==> config.mk <==
export PLATFORM = sky130hd
export DESIGN_NAME = bin_to_xs3_seq
export DESIGN_NICKNAME = d
export VERILOG_FILES = /design/src/rtl/xs3_pkg.sv /design/src/rtl/xs3_digit_adj.sv /design/src/rtl/bin_to_xs3_seq.sv
export SDC_FILE = /design/constraint.sdc
export NUM_CORES = 1
export LEC_CHECK = 0
export ABC_CLOCK_PERIOD_IN_PS = 1600
export CAP_MARGIN = 20
export CORE_ASPECT_RATIO = 0.6
export CORE_UTILIZATION = 45
export DETAILED_ROUTE_END_ITERATION = 7
export DONT_BUFFER_PORTS = 1
export GPL_TIMING_DRIVEN = 0
export SYNTH_ARGS = -nofsm -noshare
export SYNTH_HDL_FRONTEND = slang
export SYNTH_HIERARCHICAL = 1
export SYNTH_SLANG_ARGS = --single-unit
==> constraint.sdc <==
create_clock -name clk -period 1.6 [get_ports clk]
set_clock_uncertainty 0.15 [all_clocks]
set_input_delay 0.48 -clock clk [delete_from_list [all_inputs] [get_ports clk]]
set_output_delay 0.48 -clock clk [all_outputs]
set_load 0.01 [all_outputs]
==> src/rtl/xs3_pkg.sv <==
// Shared types and constants for the binary to excess-3 sequencer.
package xs3_pkg;

  typedef enum logic [1:0] {
    IDLE  = 2'd0,
    SHIFT = 2'd1,
    DONE  = 2'd2
  } state_t;

  // Digit cell operation: conditional double-dabble fixup or unconditional bias.
  typedef enum logic {
    ADJ_DABBLE = 1'b0,
    ADJ_BIAS   = 1'b1
  } adj_mode_t;

  localparam logic [3:0] XS3_BIAS      = 4'd3;
  localparam logic [3:0] DABBLE_THRESH = 4'd5;

  // Decimal digits needed for a bin_w-bit unsigned value (log10(2) ~= 0.301).
  function automatic int min_digits(input int bin_w);
    return (bin_w * 301) / 1000 + 1;
  endfunction

endpackage

==> src/rtl/xs3_digit_adj.sv <==
// One 4-bit digit adjust cell. Dabble mode adds 3 to digits >= 5 so the
// following left shift carries correctly into the next decade; bias mode
// adds 3 unconditionally to form the excess-3 code. No carry out.
module xs3_digit_adj
  import xs3_pkg::*;
(
  input  adj_mode_t  mode,
  input  logic [3:0] din,
  output logic [3:0] dout
);

  // Add the excess-3 constant when in bias mode or when the digit needs fixup.
  always_comb begin
    dout = din;
    if (mode == ADJ_BIAS || din >= DABBLE_THRESH) dout = din + XS3_BIAS;
  end

endmodule

==> src/rtl/bin_to_xs3_seq.sv <==
// Sequential binary to packed excess-3 converter (double dabble, 1 bit/clk).
// Optional build macro XS3_BCD_OUT_EN adds the out_bcd port carrying the
// plain BCD result alongside out_xs3.
module bin_to_xs3_seq
  import xs3_pkg::*;
#(
  parameter int BIN_W  = 8,
  parameter int DIGITS = 3
) (
  input  logic                  clk,
  input  logic                  rst,
  input  logic                  in_valid,
  output logic                  in_ready,
  input  logic [BIN_W-1:0]      in_bin,
  output logic                  out_valid,
  input  logic                  out_ready,
  output logic [4*DIGITS-1:0]   out_xs3
`ifdef XS3_BCD_OUT_EN
  ,
  output logic [4*DIGITS-1:0]   out_bcd
`endif
);

  localparam int BCD_W = 4 * DIGITS;
  localparam int CNT_W = $clog2(BIN_W + 1);

  if (DIGITS < min_digits(BIN_W)) begin : g_digits_chk
    $error("bin_to_xs3_seq: DIGITS too small for BIN_W");
  end

  state_t           state_q, state_d;
  logic [BIN_W-1:0] bin_q;
  logic [BCD_W-1:0] bcd_q;
  logic [BCD_W-1:0] adj_bcd;
  logic [CNT_W-1:0] cnt_q;
  adj_mode_t        mode;
  logic             accept;
  logic             out_fire;
  logic             load_out;

  assign in_ready = (state_q == IDLE);
  assign accept   = in_valid && in_ready;
  assign out_fire = out_valid && out_ready;
  // First DONE cycle: the digit cells are in bias mode, capture their result.
  assign load_out = (state_q == DONE) && !out_valid;

  // The same digit cells serve both the dabble step and the final bias step.
  assign mode = (state_q == DONE) ? ADJ_BIAS : ADJ_DABBLE;

  for (genvar d = 0; d < DIGITS; d++) begin : g_dig
    xs3_digit_adj u_adj (
      .mode (mode),
      .din  (bcd_q[4*d +: 4]),
      .dout (adj_bcd[4*d +: 4])
    );
  end

  // Next-state logic.
  always_comb begin
    state_d = state_q;
    case (state_q)
      IDLE:    if (accept) state_d = SHIFT;
      SHIFT:   if (cnt_q == CNT_W'(1)) state_d = DONE;
      DONE:    if (out_fire) state_d = IDLE;
      default: state_d = IDLE;
    endcase
  end

  // State register.
  always_ff @(posedge clk or posedge rst) begin
    if (rst) state_q <= IDLE;
    else     state_q <= state_d;
  end

  // Shift field and iteration counter: load on accept, dabble+shift in SHIFT.
  always_ff @(posedge clk or posedge rst) begin
    if (rst) begin
      bin_q <= '0;
      bcd_q <= '0;
      cnt_q <= '0;
    end else if (accept) begin
      bin_q <= in_bin;
      bcd_q <= '0;
      cnt_q <= CNT_W'(BIN_W);
    end else if (state_q == SHIFT) begin
      {bcd_q, bin_q} <= {adj_bcd[BCD_W-2:0], bin_q, 1'b0};
      cnt_q          <= cnt_q - CNT_W'(1);
    end
  end

  // Output register: capture biased digits once, hold until the handshake.
  always_ff @(posedge clk or posedge rst) begin
    if (rst) begin
      out_valid <= 1'b0;
      out_xs3   <= '0;
    end else if (load_out) begin
      out_valid <= 1'b1;
      out_xs3   <= adj_bcd;
    end else if (out_fire) begin
      out_valid <= 1'b0;
    end
  end

`ifdef XS3_BCD_OUT_EN
  // Plain BCD result, captured on the same cycle as out_xs3.
  always_ff @(posedge clk or posedge rst) begin
    if (rst)           out_bcd <= '0;
    else if (load_out) out_bcd <= bcd_q;
  end
`endif

endmodule

==> summary.md, run 1 <==
| Metric | Value |
|---|---|
| Status | `complete, but fails checks` |
| Failing checks | `negative setup slack` |
| Vias in the first global route | `around 1,400` |
| Placed Area | `0.00201 mm²` |
| Core ar. | `~0.0038 mm²` |
| Clock Tree Root | `clkbuf_8` |
| Slew Limit Fails | `0` |
| Most common cell after layout, fill and taps aside | `dfrtp_1` |
| RD Place Congestion | `a little over 0.7` |
| Via/cell ratio | `roughly 5.6` |
| DRT Wirelength | `about 4.5 mm` |
| Rows | `17` |
| Non-filler cells, final | `between 200 and 300` |
| Die Area | `between 0.004 and 0.005 mm²` |
| Number of diodes | `0` |
| LEAKAGE | `approximately 1.1 nW` |
| Port Buffers | `0` |
| Die Y-Extent | `around 52 µm` |
| Layout cell share with drive strength beyond 1 | `39.6%` |
| Hold_buf cts | `0` |
| Synth Area in XOR/XNOR | `under 10%` |
| Die X | `around 86 µm` |
| Worst vdd rail ir drop | `1.07 mV` |
| Clock sink count | `39` |
| Warnings from Yosys | `6` |
| Synth Area in Compound Gates | `roughly 19%` |
| Power per Cell Area | `~2200 mW/mm²` |
| Routed Antenna Nets | `0` |
| Mux cell area share after synthesis | `under 10%` |
| Final instance area | `0.00250 mm²` |
| Synth-to-Final Area Change | `31.3%` |
| Post-synthesis simple-gate area fraction | `roughly a tenth` |
| Post-Synth Adder-Cell Area | `5.25%` |
| Synth Instances | `about 170` |
| WS Path Type | `reg2reg` |
| Max Freq | `between 500 and 600 MHz` |
| Final period utilization | `109%` |
| Vias | `~1,400` |
| Initial DRC Count | `80` |
| H-tree levels | `2` |
| Max_cap viols | `0` |
| Largest net degree at the start of global routing | `40` |
| Gr ovfl total | `0` |
| Setup TNS | `-1.69 ns` |
| Crit path time final | `around 1.7 ns` |
| Final setup fails | `17` |
| Reg clk slew, reported paths | `about 0.080 ns` |
| Top FF cell, synth | `dfrtp_1` |
| Slew headroom | `46.7%` |
| Critical Path Source Type | `flop` |
| Fillers | `slightly below 300` |
| Overall power | `between 5 and 6 mW` |
| DRC | `0` |
| Clk buf depth | `2` |
| Placement Setup Slack | `-0.254 ns` |
| Worst setup EP type | `flop` |
| Drt wl/cell | `roughly 18 µm` |
| Total CTS buffers | `5` |
| Mapped cell area | `0.00191 mm²` |
| Hold crit path type | `in2async` |
| Worst-skew pair later-pin latency | `~0.30 ns` |
| Yosys reg bits | `39` |
| Initial core utilization | `between 40% and 50%` |
| Post-synth ARST share | `100%` |
| Antenna violations before repair | `0` |
| Final HPWL DP | `2.73 mm` |
| CTS tree | `yes` |
| First-pass GRT wire length | `between 7 and 8 mm` |
| Dpl cells | `226` |
| Combinational family with the most area after synthesis | `compound AO/OA/AOI/OAI gates` |
| RSZ-0062 raised after global routing | `yes` |
| Synth Area per Inst | `~11 µm²` |
| Final setup margin | `-0.148 ns` |
| Fin util | `65.1%` |
| IO Pins | `26` |
| Library cells used by synthesis | `28` |
| Final nets | `216` |
| Post-synth EDFFs | `0` |
| Hold Slack | `around 0.056 ns` |
| WP data arrival | `about 1.8 ns` |
| Most frequent cells in the layout | `37 x dfrtp_1, 18 x nand2_1, 17 x buf_4, 14 x a22o_1, 13 x o21ai_0` |
| CP Data Required Time | `~1.6 ns` |
| Final hold violations | `0` |
| Syn Nets | `between 150 and 200` |
| Worst-margin pin slew | `about 0.80 ns` |
| Tot GR Track Use | `21.8%` |
| Sequential area share after synthesis | `about half` |
| Drt first pass iters | `4` |
| Crit path max fanout | `3` |
cell type report:
cell class / instances / area (µm²) / area share, %
plain buffers: 6 / 57.6 / 2.30
clock buffers: 6 / 82.6 / 3.30
clock inverters: 2 / 35.0 / 1.40
inverters: 10 / 37.5 / 1.50
multi-input cells: 114 / 1060 / 42.4
flip-flops and latches: 39 / 978 / 39.1
well taps: 57 / 71.3 / 2.85
repair buffers: 20 / 181 / 7.24
sequential cells by signal (all words and copies together) (netlist names):
signal and count:
state_q 2, out_xs3 12, out_valid 1, bcd_q 12, bin_q 8, cnt_q 4
kinds of logic after synthesis:
group           count (synthesis)
flops                          39
buf+inv                        16
simple gates                   36
xor+xnor                        3
fa+ha+maj                       8
mux                            16
compound gates                 51
worst paths after layout:
path	start	end	slack, ns	cells after the start
worst max-delay path	bcd_q[1]	out_xs3[1]	-0.15	6
worst min-delay path	rst	cnt_q[2]	0.06	1
worst max register to register	bcd_q[1]	out_xs3[1]	-0.15	6
worst min register to register	bin_q[6]	bin_q[6]	0.34	2
max in group asynchronous	rst	bcd_q[8]	0.68	1
min in group clk	in_valid	bin_q[0]	0.19	1
critical path, cell delays in order, from the launching register on:
cell and delay [ns]:
dfrtp_1 0.39, inv_2 0.09, ha_4 0.15, nand2b_4 0.14, a211oi_4 0.29, mux2i_1 0.14
mux2_4 0.27
layer usage:
metal	vias to the layer above	share of wire (%)	global-route usage [%]
met1	732	48	28.2
li1	651	-	-
met5	-	0	0
met3	4	3.9	5.67
met2	24	48	36.5
met4	0	0.86	6.67
power by group:
part	internal [mW]	switching [mW]
logic	1.48	1.27
clock network	0.505	0.346
registers	1.40	0.456
synth_stat cells (2+ instances only):
library cell / count / area (µm²)
a211oi_2: 3 / 37.5
a21oi_1: 2 / 10.0
a22o_1: 14 / 123
a22oi_1: 6 / 45.0
buf_2: 2 / 10.0
clkbuf_1: 2 / 7.51
dfrtp_1: 39 / 976
ha_1: 8 / 100
inv_1: 10 / 37.5
mux2_2: 12 / 135
mux2i_1: 4 / 40.0
nand2_1: 19 / 71.3
nand2b_1: 6 / 37.5
nor2_1: 4 / 15.0
nor2b_1: 2 / 12.5
nor2b_4: 2 / 27.5
o21ai_0: 18 / 90.1
o21bai_1: 4 / 30.0
xnor2_1: 3 / 26.3
timing repair:
| item | CTS | global route |
|---|---|---|
| pin swaps | 8 | 7 |
| setup endpoints to repair | 32 | 30 |
| resized for setup | 39 | 21 |
| setup buffers | 13 | 7 |
Note: power is estimated with default switching activity, not from simulation.
==> run 2, diff against run 1 <==
Settings changed: SETUP_SLACK_MARGIN set to 0.15, TNS_END_PERCENT set to 20.
==> summary.md, run 2 (synthesis results as in run 1) <==
| Metric | Value |
|---|---|
| First-pass GRT wire length | `7.05 mm (-1.4%)` |
| Hold crit path type | `in2async` |
| Max_cap viols | `0 (unchanged)` |
| Initial DRC Count | `89 (+11%)` |
| Fin util | `62.3% (-2.8 points)` |
| Number of diodes | `0 (unchanged)` |
| Final setup margin | `-0.246 ns (-0.0976 ns)` |
| CTS tree | `yes` |
| Reg2Reg Depth | `5 (-1)` |
| Rows | `17 (unchanged)` |
| Synth-to-Final Area Change | `25.6%` |
| IO Pins | `26 (unchanged)` |
| Die Y-Extent | `52.4 µm (unchanged)` |
| Routed Antenna Nets | `0 (unchanged)` |
| Largest net degree at the start of global routing | `40 (unchanged)` |
| R2r endpoint | `bcd_q[10]` |
| Vias | `1,367 (-3.1%)` |
| Slew headroom | `46.1% (-0.58 points)` |
| Final nets | `210 (-2.8%)` |
| Hold Slack | `0.0675 ns (+0.0111 ns)` |
| Final period utilization | `115% (+6.1 points)` |
| Worst-skew pair later-pin latency | `0.29 ns (about the same)` |
| Max Freq | `542 MHz (-5.3%)` |
| Status | `complete, but fails checks` |
| LEAKAGE | `1.08 nW (-5.1%)` |
| Via/cell ratio | `5.51 (-0.77%)` |
| Initial core utilization | `49.6% (unchanged)` |
| Crit path max fanout | `4 (+1)` |
| Clk buf depth | `2 (unchanged)` |
| Most common cell after layout, fill and taps aside | `dfrtp_1` |
| Die X | `86.1 µm (unchanged)` |
| Clock Power Share | `12.5% (-3.1 points)` |
| Failing checks | `negative setup slack` |
| Clock sink count | `39 (unchanged)` |
| Antenna violations before repair | `0 (unchanged)` |
| Gr ovfl total | `0 (unchanged)` |
| Final hold violations | `0 (unchanged)` |
| WS Path Type | `reg2reg` |
| Internal | `3.09 mW (-8.7%)` |
| Final HPWL DP | `2.76 mm (+0.94%)` |
| CP Data Required Time | `1.67 ns (+0.05 ns)` |
| Critical path origin | `bcd_q[8]` |
| H-tree levels | `2 (unchanged)` |
| Vias in the first global route | `1,405 (-1.1%)` |
| R2R setup slack | `-0.25 ns (-0.10 ns)` |
| WP data arrival | `1.92 ns (+0.15 ns)` |
| Placement Setup Slack | `-0.269 ns (-0.0153 ns)` |
| Reg clk slew, reported paths | `0.08 ns (about the same)` |
| Port Buffers | `0 (unchanged)` |
| Critical Path Source Type | `flop` |
| Clock Tree Root | `clkbuf_8` |
| DRT Wirelength | `4.28 mm (-5.3%)` |
| Die Area | `0.00451 mm² (unchanged)` |
| RSZ-0062 raised after global routing | `yes` |
| Total CTS buffers | `5 (unchanged)` |
| Sw Pwr | `2.00 mW (-3.8%)` |
| Gate power share | `51.0% (+0.6 points)` |
| Layout cell share with drive strength beyond 1 | `35.6% (-4.0 points)` |
| Fillers | `316 (+8.2%)` |
| Power per Cell Area | `2120 mW/mm² (-2.7%)` |
| Sequential Power Share | `36.5% (+2.5 points)` |
| Tot GR Track Use | `21.4% (-0.41 points)` |
| DRC | `0 (unchanged)` |
| Overall power | `5.09 mW (-6.9%)` |
| Drt wl/cell | `17.3 µm (-3.0%)` |
| Worst vdd rail ir drop | `1.07 mV (about the same)` |
| Slew Limit Fails | `0 (unchanged)` |
| Worst-margin pin slew | `0.807 ns (+0.00870 ns)` |
| Top flop regs | `bcd_q: 12 flops, out_xs3: 12 flops, bin_q: 8 flops` |
| Core ar. | `0.00385 mm² (unchanged)` |
| RD Place Congestion | `0.725 (+0.36%)` |
| Crit path time final | `1.85 ns (+0.0976 ns)` |
| Most frequent cells in the layout | `37 x dfrtp_1, 19 x nand2_1, 15 x o21ai_0, 14 x a22o_1, 12 x buf_4` |
| Worst setup EP type | `flop` |
| Drt first pass iters | `4 (unchanged)` |
| Worst R2R Start | `bcd_q[8]` |
| Hold_buf cts | `0 (unchanged)` |
| Final setup fails | `15 (-2)` |
| Net Sw Frac | `39.2% (+1.2 points)` |
run 2: what timing repair did:
item                                    in CTS  in global routing
gates resized for setup                     32                 21
endpoints found under the setup margin      38                 36
buffers inserted                             9                  5
pin swaps                                    8                  8
run 2: metrics by stage:
stage | cells | setup TNS, ns | area, µm²
floorplan | 169 | -0.299 | 1940
global placement | 226 | -15.59 | 2010
detailed placement | 226 | -3.41 | 2010
CTS | 243 | -0.994 | 2270
global route | 248 | -2.35 | 2400
finish | 248 | -1.51 | 2400
run 2: power by group through the flow:
stage | logic [mW] | clock network [mW] | registers (mW)
floorplan | 1.53 | 0 | 1.74
global placement | 1.78 | 0 | 1.82
global route | 2.82 | 0.702 | 1.92
finish | 2.59 | 0.635 | 1.86
detailed placement | 1.87 | 0 | 1.85
CTS | 2.25 | 0.660 | 1.84
run 2: worst max-delay path by stage:
| stage | endpoint | slack (ns) | depth (start not counted) |
|---|---|---|---|
| 2_1_floorplan | out_xs3[9] | -0.03 | 6 |
| 3_3_place_gp | state_q[0] | -0.44 | 1 |
| 3_5_place_dp | out_xs3[1] | -0.27 | 4 |
| 4_1_cts | bcd_q[10] | -0.15 | 5 |
| 5_1_grt | bcd_q[10] | -0.28 | 5 |
| 6_report | bcd_q[10] | -0.25 | 5 |
run 2: metal layers:
metal	wire [µm]	global-route usage (%)	part of all wire (%)
met3	184	6.14	4.3
met5	0	0	0
met4	40	7.50	0.93
met1	2070	28.2	48
met2	1980	34.1	46
run 2: critical path: stages (launching register included):
cell	delay [ns]
dfrtp_2	0.46
ha_4	0.17
nand2b_4	0.15
a211oi_4	0.35
mux2i_2	0.31
a22o_1	0.20
run 2: area by class of cell:
type | count | area (µm²) | area share (%)
multi-input combinational | 114 | 1040 | 43.4
buffer | 6 | 71.3 | 2.97
tap | 57 | 71.3 | 2.97
clock buffer | 7 | 76.3 | 3.18
timing repair buffer | 14 | 116 | 4.85
clock inverter | 1 | 5.00 | 0.209
inverter | 10 | 37.5 | 1.57
sequential | 39 | 978 | 40.8
